--- src/rtl/mem_access.sv ---
// mem_access -- memory-stage data-access unit.
//
// Takes the effective address and store data of the instruction in MEM and
// runs one SRAM-like bus transaction for it. It aligns and extends load data,
// builds store byte strobes, flags misaligned accesses, and stalls the
// pipeline until the access completes.
//
// Ports
//   clk, rst           clock, synchronous active-low reset
//   m_valid            a real instruction occupies MEM
//   m_mem_read/write   load / store instruction
//   m_size             00 byte, 01 half, 10 word
//   m_load_sign        sign-extend load result
//   m_addr, m_wdata    effective address, store source
//   m_flush            exception/eret flush of MEM
//   m_advance          MEM may advance this cycle
//   data_*             bus request side (req/wr/size/addr/wdata/wstrb out,
//                      addr_ok/data_ok/rdata in)
//   m_rdata            aligned, extended load result (registered)
//   m_stall            MEM must hold
//   m_addr_err_load    AdEL
//   m_addr_err_store   AdES
//   m_badvaddr         faulting address
//
// state     | meaning
// ----------+-----------------------------------------------------------
// IDLE      | no transaction; bus outputs follow the live MEM inputs
// REQ       | request raised but not accepted; bus outputs held registered
// WAIT_DATA | request accepted, waiting for data_ok
// DRAIN     | access flushed after acceptance; swallow the data_ok
// DONE      | m_rdata valid, waiting for MEM to advance

module mem_access (
  input  logic        clk,
  input  logic        rst,
  input  logic        m_valid,
  input  logic        m_mem_read,
  input  logic        m_mem_write,
  input  logic [1:0]  m_size,
  input  logic        m_load_sign,
  input  logic [31:0] m_addr,
  input  logic [31:0] m_wdata,
  input  logic        m_flush,
  input  logic        m_advance,
  output logic        data_req,
  output logic        data_wr,
  output logic [1:0]  data_size,
  output logic [31:0] data_addr,
  output logic [31:0] data_wdata,
  output logic [3:0]  data_wstrb,
  input  logic        data_addr_ok,
  input  logic        data_data_ok,
  input  logic [31:0] data_rdata,
  output logic [31:0] m_rdata,
  output logic        m_stall,
  output logic        m_addr_err_load,
  output logic        m_addr_err_store,
  output logic [31:0] m_badvaddr
);

  typedef enum logic [2:0] {
    S_IDLE,
    S_REQ,
    S_WAIT_DATA,
    S_DRAIN,
    S_DONE
  } state_t;

  state_t      state;

  logic        is_mem;
  logic        misalign;
  logic        access;
  logic [31:0] live_wdata;
  logic [3:0]  live_wstrb;

  logic [31:0] r_addr;
  logic [1:0]  r_size;
  logic        r_wr;
  logic        r_sign;
  logic [31:0] r_wdata;
  logic [3:0]  r_wstrb;

  logic [7:0]  ld_byte;
  logic [15:0] ld_half;
  logic [31:0] load_val;

  assign is_mem = m_valid & (m_mem_read | m_mem_write);

  always_comb begin
    misalign = 1'b0;
    case (m_size)
      2'b01:   misalign = m_addr[0];
      2'b10:   misalign = |m_addr[1:0];
      default: misalign = 1'b0;
    endcase
  end

  assign m_addr_err_load  = m_valid & m_mem_read & misalign;
  assign m_addr_err_store = m_valid & m_mem_write & misalign;
  assign m_badvaddr       = m_addr;

  assign access = is_mem & ~misalign & ~m_flush;

  // Store data is replicated across all lanes so the slave can pick any lane;
  // the strobes say which lanes actually land.
  always_comb begin
    live_wdata = m_wdata;
    live_wstrb = 4'b1111;
    case (m_size)
      2'b00: begin
        live_wdata = {4{m_wdata[7:0]}};
        live_wstrb = 4'b0001 << m_addr[1:0];
      end
      2'b01: begin
        live_wdata = {2{m_wdata[15:0]}};
        live_wstrb = m_addr[1] ? 4'b1100 : 4'b0011;
      end
      default: begin
        live_wdata = m_wdata;
        live_wstrb = 4'b1111;
      end
    endcase
    if (!m_mem_write) live_wstrb = 4'b0000;
  end

  // In IDLE the bus follows the live inputs so an access can be accepted in
  // its first cycle. Outside IDLE the captured copy is shown, so the slave
  // sees a stable request even if MEM inputs wander. A low rst suppresses
  // the request at once, since the bus is reset together with this block.
  always_comb begin
    data_req   = 1'b0;
    data_wr    = 1'b0;
    data_size  = m_size;
    data_addr  = m_addr;
    data_wdata = live_wdata;
    data_wstrb = 4'b0000;
    if (state == S_IDLE) begin
      data_req   = rst & access;
      data_wr    = data_req & m_mem_write;
      data_wstrb = data_req ? live_wstrb : 4'b0000;
    end else begin
      data_size  = r_size;
      data_addr  = r_addr;
      data_wdata = r_wdata;
      if (state == S_REQ) begin
        data_req   = rst;
        data_wr    = rst & r_wr;
        data_wstrb = rst ? r_wstrb : 4'b0000;
      end
    end
  end

  assign m_stall = ((state == S_IDLE) & access) |
                   (state == S_REQ) |
                   (state == S_WAIT_DATA) |
                   (state == S_DRAIN);

  // Alignment uses the address captured at issue, not the live m_addr.
  always_comb begin
    ld_byte = data_rdata[7:0];
    case (r_addr[1:0])
      2'b00: ld_byte = data_rdata[7:0];
      2'b01: ld_byte = data_rdata[15:8];
      2'b10: ld_byte = data_rdata[23:16];
      2'b11: ld_byte = data_rdata[31:24];
      default: ld_byte = data_rdata[7:0];
    endcase
    ld_half = r_addr[1] ? data_rdata[31:16] : data_rdata[15:0];
    case (r_size)
      2'b00:   load_val = {{24{r_sign & ld_byte[7]}}, ld_byte};
      2'b01:   load_val = {{16{r_sign & ld_half[15]}}, ld_half};
      default: load_val = data_rdata;
    endcase
  end

  always_ff @(posedge clk) begin
    if (!rst) begin
      state   <= S_IDLE;
      m_rdata <= 32'h0;
      r_addr  <= 32'h0;
      r_size  <= 2'b00;
      r_wr    <= 1'b0;
      r_sign  <= 1'b0;
      r_wdata <= 32'h0;
      r_wstrb <= 4'b0000;
    end else begin
      case (state)
        S_IDLE: begin
          if (access) begin
            r_addr  <= m_addr;
            r_size  <= m_size;
            r_wr    <= m_mem_write;
            r_sign  <= m_load_sign;
            r_wdata <= live_wdata;
            r_wstrb <= live_wstrb;
            state   <= data_addr_ok ? S_WAIT_DATA : S_REQ;
          end
        end
        S_REQ: begin
          // Once accepted the data phase is owed even if flushed now.
          if (data_addr_ok) state <= m_flush ? S_DRAIN : S_WAIT_DATA;
          else if (m_flush) state <= S_IDLE;
        end
        S_WAIT_DATA: begin
          if (data_data_ok) begin
            if (m_flush) begin
              state <= S_IDLE;
            end else begin
              m_rdata <= load_val;
              state   <= S_DONE;
            end
          end else if (m_flush) begin
            state <= S_DRAIN;
          end
        end
        S_DRAIN: begin
          if (data_data_ok) state <= S_IDLE;
        end
        S_DONE: begin
          if (m_advance | m_flush) state <= S_IDLE;
        end
        default: state <= S_IDLE;
      endcase
    end
  end

endmodule

--- config.mk ---
export PLATFORM = sky130hd
export DESIGN_NAME = mem_access
export DESIGN_NICKNAME = d
export VERILOG_FILES = /design/src/rtl/mem_access.sv
export SDC_FILE = /design/constraint.sdc
export NUM_CORES = 1
export LEC_CHECK = 0
export ABC_AREA = 1
export ABC_CLOCK_PERIOD_IN_PS = 3300
export BUFFER_PORTS_ARGS = -buffer_cell sky130_fd_sc_hd__clkbuf_2
export CAP_MARGIN = 10
export CORE_MARGIN = 3
export CORE_UTILIZATION = 52
export CTS_CLUSTER_DIAMETER = 150
export DETAILED_ROUTE_END_ITERATION = 12
export PLACE_DENSITY = 0.93
export SLEW_MARGIN = 20
export SYNTH_ARGS = -nofsm -noshare
export SYNTH_HDL_FRONTEND = slang
export SYNTH_SLANG_ARGS = --single-unit
--- constraint.sdc ---
create_clock -name clk -period 3.3 [get_ports clk]
set_input_delay 0 -clock clk [delete_from_list [all_inputs] [get_ports clk]]
set_output_delay 0 -clock clk [all_outputs]
set_load 0.1 [all_outputs]
==> results.ini <==
[status]
outcome = finished clean

[setup_path]
setup.reg_to_reg.worst_slack_ns = 0.97
critical_path_required_ns = 3.30
crit_arrival_ns = 2.86
worstReg2RegEnd = m_rdata[17]
worst_setup_path_endpoint = data_wdata[17]
worst_r2r_startpoint = r_addr[1]
crit_path_start_kind = primary input
cp-startpoint = m_size[0]
cp-end-kind = output port
type_of_the_worst_setup_path = in2out
rr_worst_depth = 7
critical_path.max_fanout = 20

[clocking]
tritoncts = done
ctsRootBufferMaster = clkbuf_16
clkSlewWorstSetupHoldPaths_ns = 0.08
numCtsBuffers = 9
tritoncts_num_sinks = 107
ctsHtreeMaxLevel = 3
skew_pair_late_insertion_delay_ns = 0.35
post_cts_hold_buffers = 55
post_cts.resized_instances = 0
cts_max_path_buffers = 2
postCtsSetupBuffers = 0

[final_layout]
cell_area_after_layout_um2 = 7670
final_layout_size_suffix_gt1_share_pct = 25.8
area.growth.synth_to_final_pct = 29.9
finalCoreUtilization_pct = 69.8
nNetsFinal = 1235
num-fill-cells = 833

[route]
drt-initial-drc-count = 752
dr.pass1.iters = 6
drt.antenna.violating_nets = 0
final_routed_wirelength_across_all_metal_layers_um = 19200
drt_drc_violations_left = 0
detail_route.vias_per_cell = 5.47
wl_per_cell_um = 15.2
routed-via-count = 6941

[synth]
syn-num-nets = 1008
netlist_top_cells_area = dfxtp_1 (36%), o21ai_0 (14%), nand2_1 (11%)
syn_inst = 897
netlist_area_um2 = 5900
synth_most_common_cell = nand2_1
ys_dominant_reg_cell = dfxtp_1
synth_seq_area_share_pct = 36.3
synthDominantCellAreaShare_pct = 36.3
yosys_warnings = 0
postSynthAreaPerCell_um2 = 6.58
synth.distinct_cells = 34
async_reset_ff_share_pct = 0
synth.ff_latch_count = 107
synth_commonest_cells = nand2_1 (167), o21ai_0 (162), inv_1 (108)
synthDominantAreaCellType = dfxtp_1
number_of_enable_flip_flop_cells_after_synthesis = 0

[global_route]
grt_first_pass_wirelength_um = 31000
grt-ovfl-total = 0
vias_in_the_first_global_route = 6497
grt_util_all_layers_pct = 29.6
antenna_found_initial = 0
grt_start_max_net_pins = 99

[power]
p_total_uw = 7290
cellLeakagePower_uw = 0.00380
max-vdd-ir-drop_mv = 1.09
power_density_nw_per_um2 = 951

[sta]
rsz0062_at_grt = no
final_min_period_over_clock_period_pct = 86.5
timing.final.max_slew_violations = 0
period_needed_ns = 2.86
fmax_ghz = 0.350
finalClockSkew_ns = 0.0131
tightest_slew_ns = 0.914
tns_ns = 0
timing.max_slew.rel_slack_pct = 39.0
finalHoldViolations = 0
finalSetupViolations = 0

[floorplan]
coreArea_um2 = 11000
initial_core_util_pct = 53.7
pin_count = 247
design.die.area_um2 = 12700
fp-row-count = 38
die_width_um = 113
die_height_um = 113

[placed_design]
post-dp-hpwl_um = 12100
port_buffers = 246
gpl.final_weighted_congestion = 0.900
post_dp_cell_area_um2 = 6830

[min_path]
hp-class = in2reg
worst_hold_depth = 3

[flow_run]
max_cap_viol_count = 0

## per-stage QoR
step	hold WS [ns]	instances	setup WS, ns
floorplan	0.135	897	0.215
global placement	0.235	1198	1.08
detailed placement	0.237	1198	1.05
CTS	0.000695	1269	0.513
global route	0.0143	1269	0.232
finish	0.00374	1270	0.445
## cell families after synthesis
kind of cell / count (synthesis) / share of synthesized area (%)
DFF: 107 / 36.3
buffers and inverters: 207 / 16.3
adders and majority gates: 3 / 0.636
and+or+nand+nor: 322 / 23.5
AOI/OAI and AO/OA: 251 / 22.1
muxes: 7 / 1.19
## placed cells by master (no fill, tap or decap), types with 12 or more instances in the layout
cell type / count
o21ai_0: 162
nor2_1: 65
clkbuf_2: 245
inv_1: 108
a21oi_1: 46
dfxtp_1: 107
nand3_1: 72
o211ai_1: 12
o21ai_1: 19
dlygate4sd3_1: 55
nand2_1: 167
## registers in the layout (all words and copies together), names as in the netlist
name,flops
m_rdata,32
r_addr,32
r_sign,1
r_size,2
r_wdata,32
r_wr,1
r_wstrb,4
state,3
## metal layers
| layer | share of wire, % | up-vias | track usage (%) | routed length, um |
|---|---|---|---|---|
| met2 | 48 | 407 | 50.1 | 9300 |
| met5 | 0 | - | 0 | 0 |
| met3 | 8.1 | 100 | 6.79 | 1550 |
| met4 | 5.5 | 0 | 15.9 | 1060 |
| met1 | 38 | 3103 | 34.7 | 7320 |
| li1 | - | 3331 | - | - |
## report_power, final
| part | total [uW] | switching (uW) | internal [uW] |
|---|---|---|---|
| Combinational | 4660 | 4000 | 659 |
| Clock | 1040 | 520 | 524 |
| Sequential | 1590 | 120 | 1470 |
## worst max-delay path: stages
cell and delay, ns:
dlygate4sd3_1 0.53, clkbuf_2 0.15, inv_1 0.07, ha_1 0.34
nor2_2 0.39, inv_1 0.38, nand2_1 0.18, o21ai_0 0.13
o21ai_0 0.18, clkbuf_2 0.48
## layout make-up
cell class / count / area [um^2] / area share (%)
inverters: 119 / 449 / 5.86
clock buffers: 9 / 225 / 2.94
flip-flops and latches: 107 / 2140 / 27.9
diodes: 1 / 2.50 / 0.0326
multi-input cells: 583 / 2800 / 36.5
repair buffers: 304 / 1820 / 23.7
well taps: 140 / 175 / 2.28
clock inverters: 7 / 56.3 / 0.734
## how the worst min path moves through the flow
| stage | from | to | slack (ns) |
|---|---|---|---|
| after CTS | m_wdata[3] | r_wdata[3] | 0.0007 |
| final | m_wdata[19] | r_wdata[19] | 0.004 |
| after global placement | m_load_sign | r_sign | 0.23 |
| after detailed placement | m_load_sign | r_sign | 0.24 |
| after global routing | m_wdata[0] | r_wdata[0] | 0.01 |
| after floorplan | m_load_sign | r_sign | 0.13 |
No activity file was read; power rests on OpenSTA's default activity.
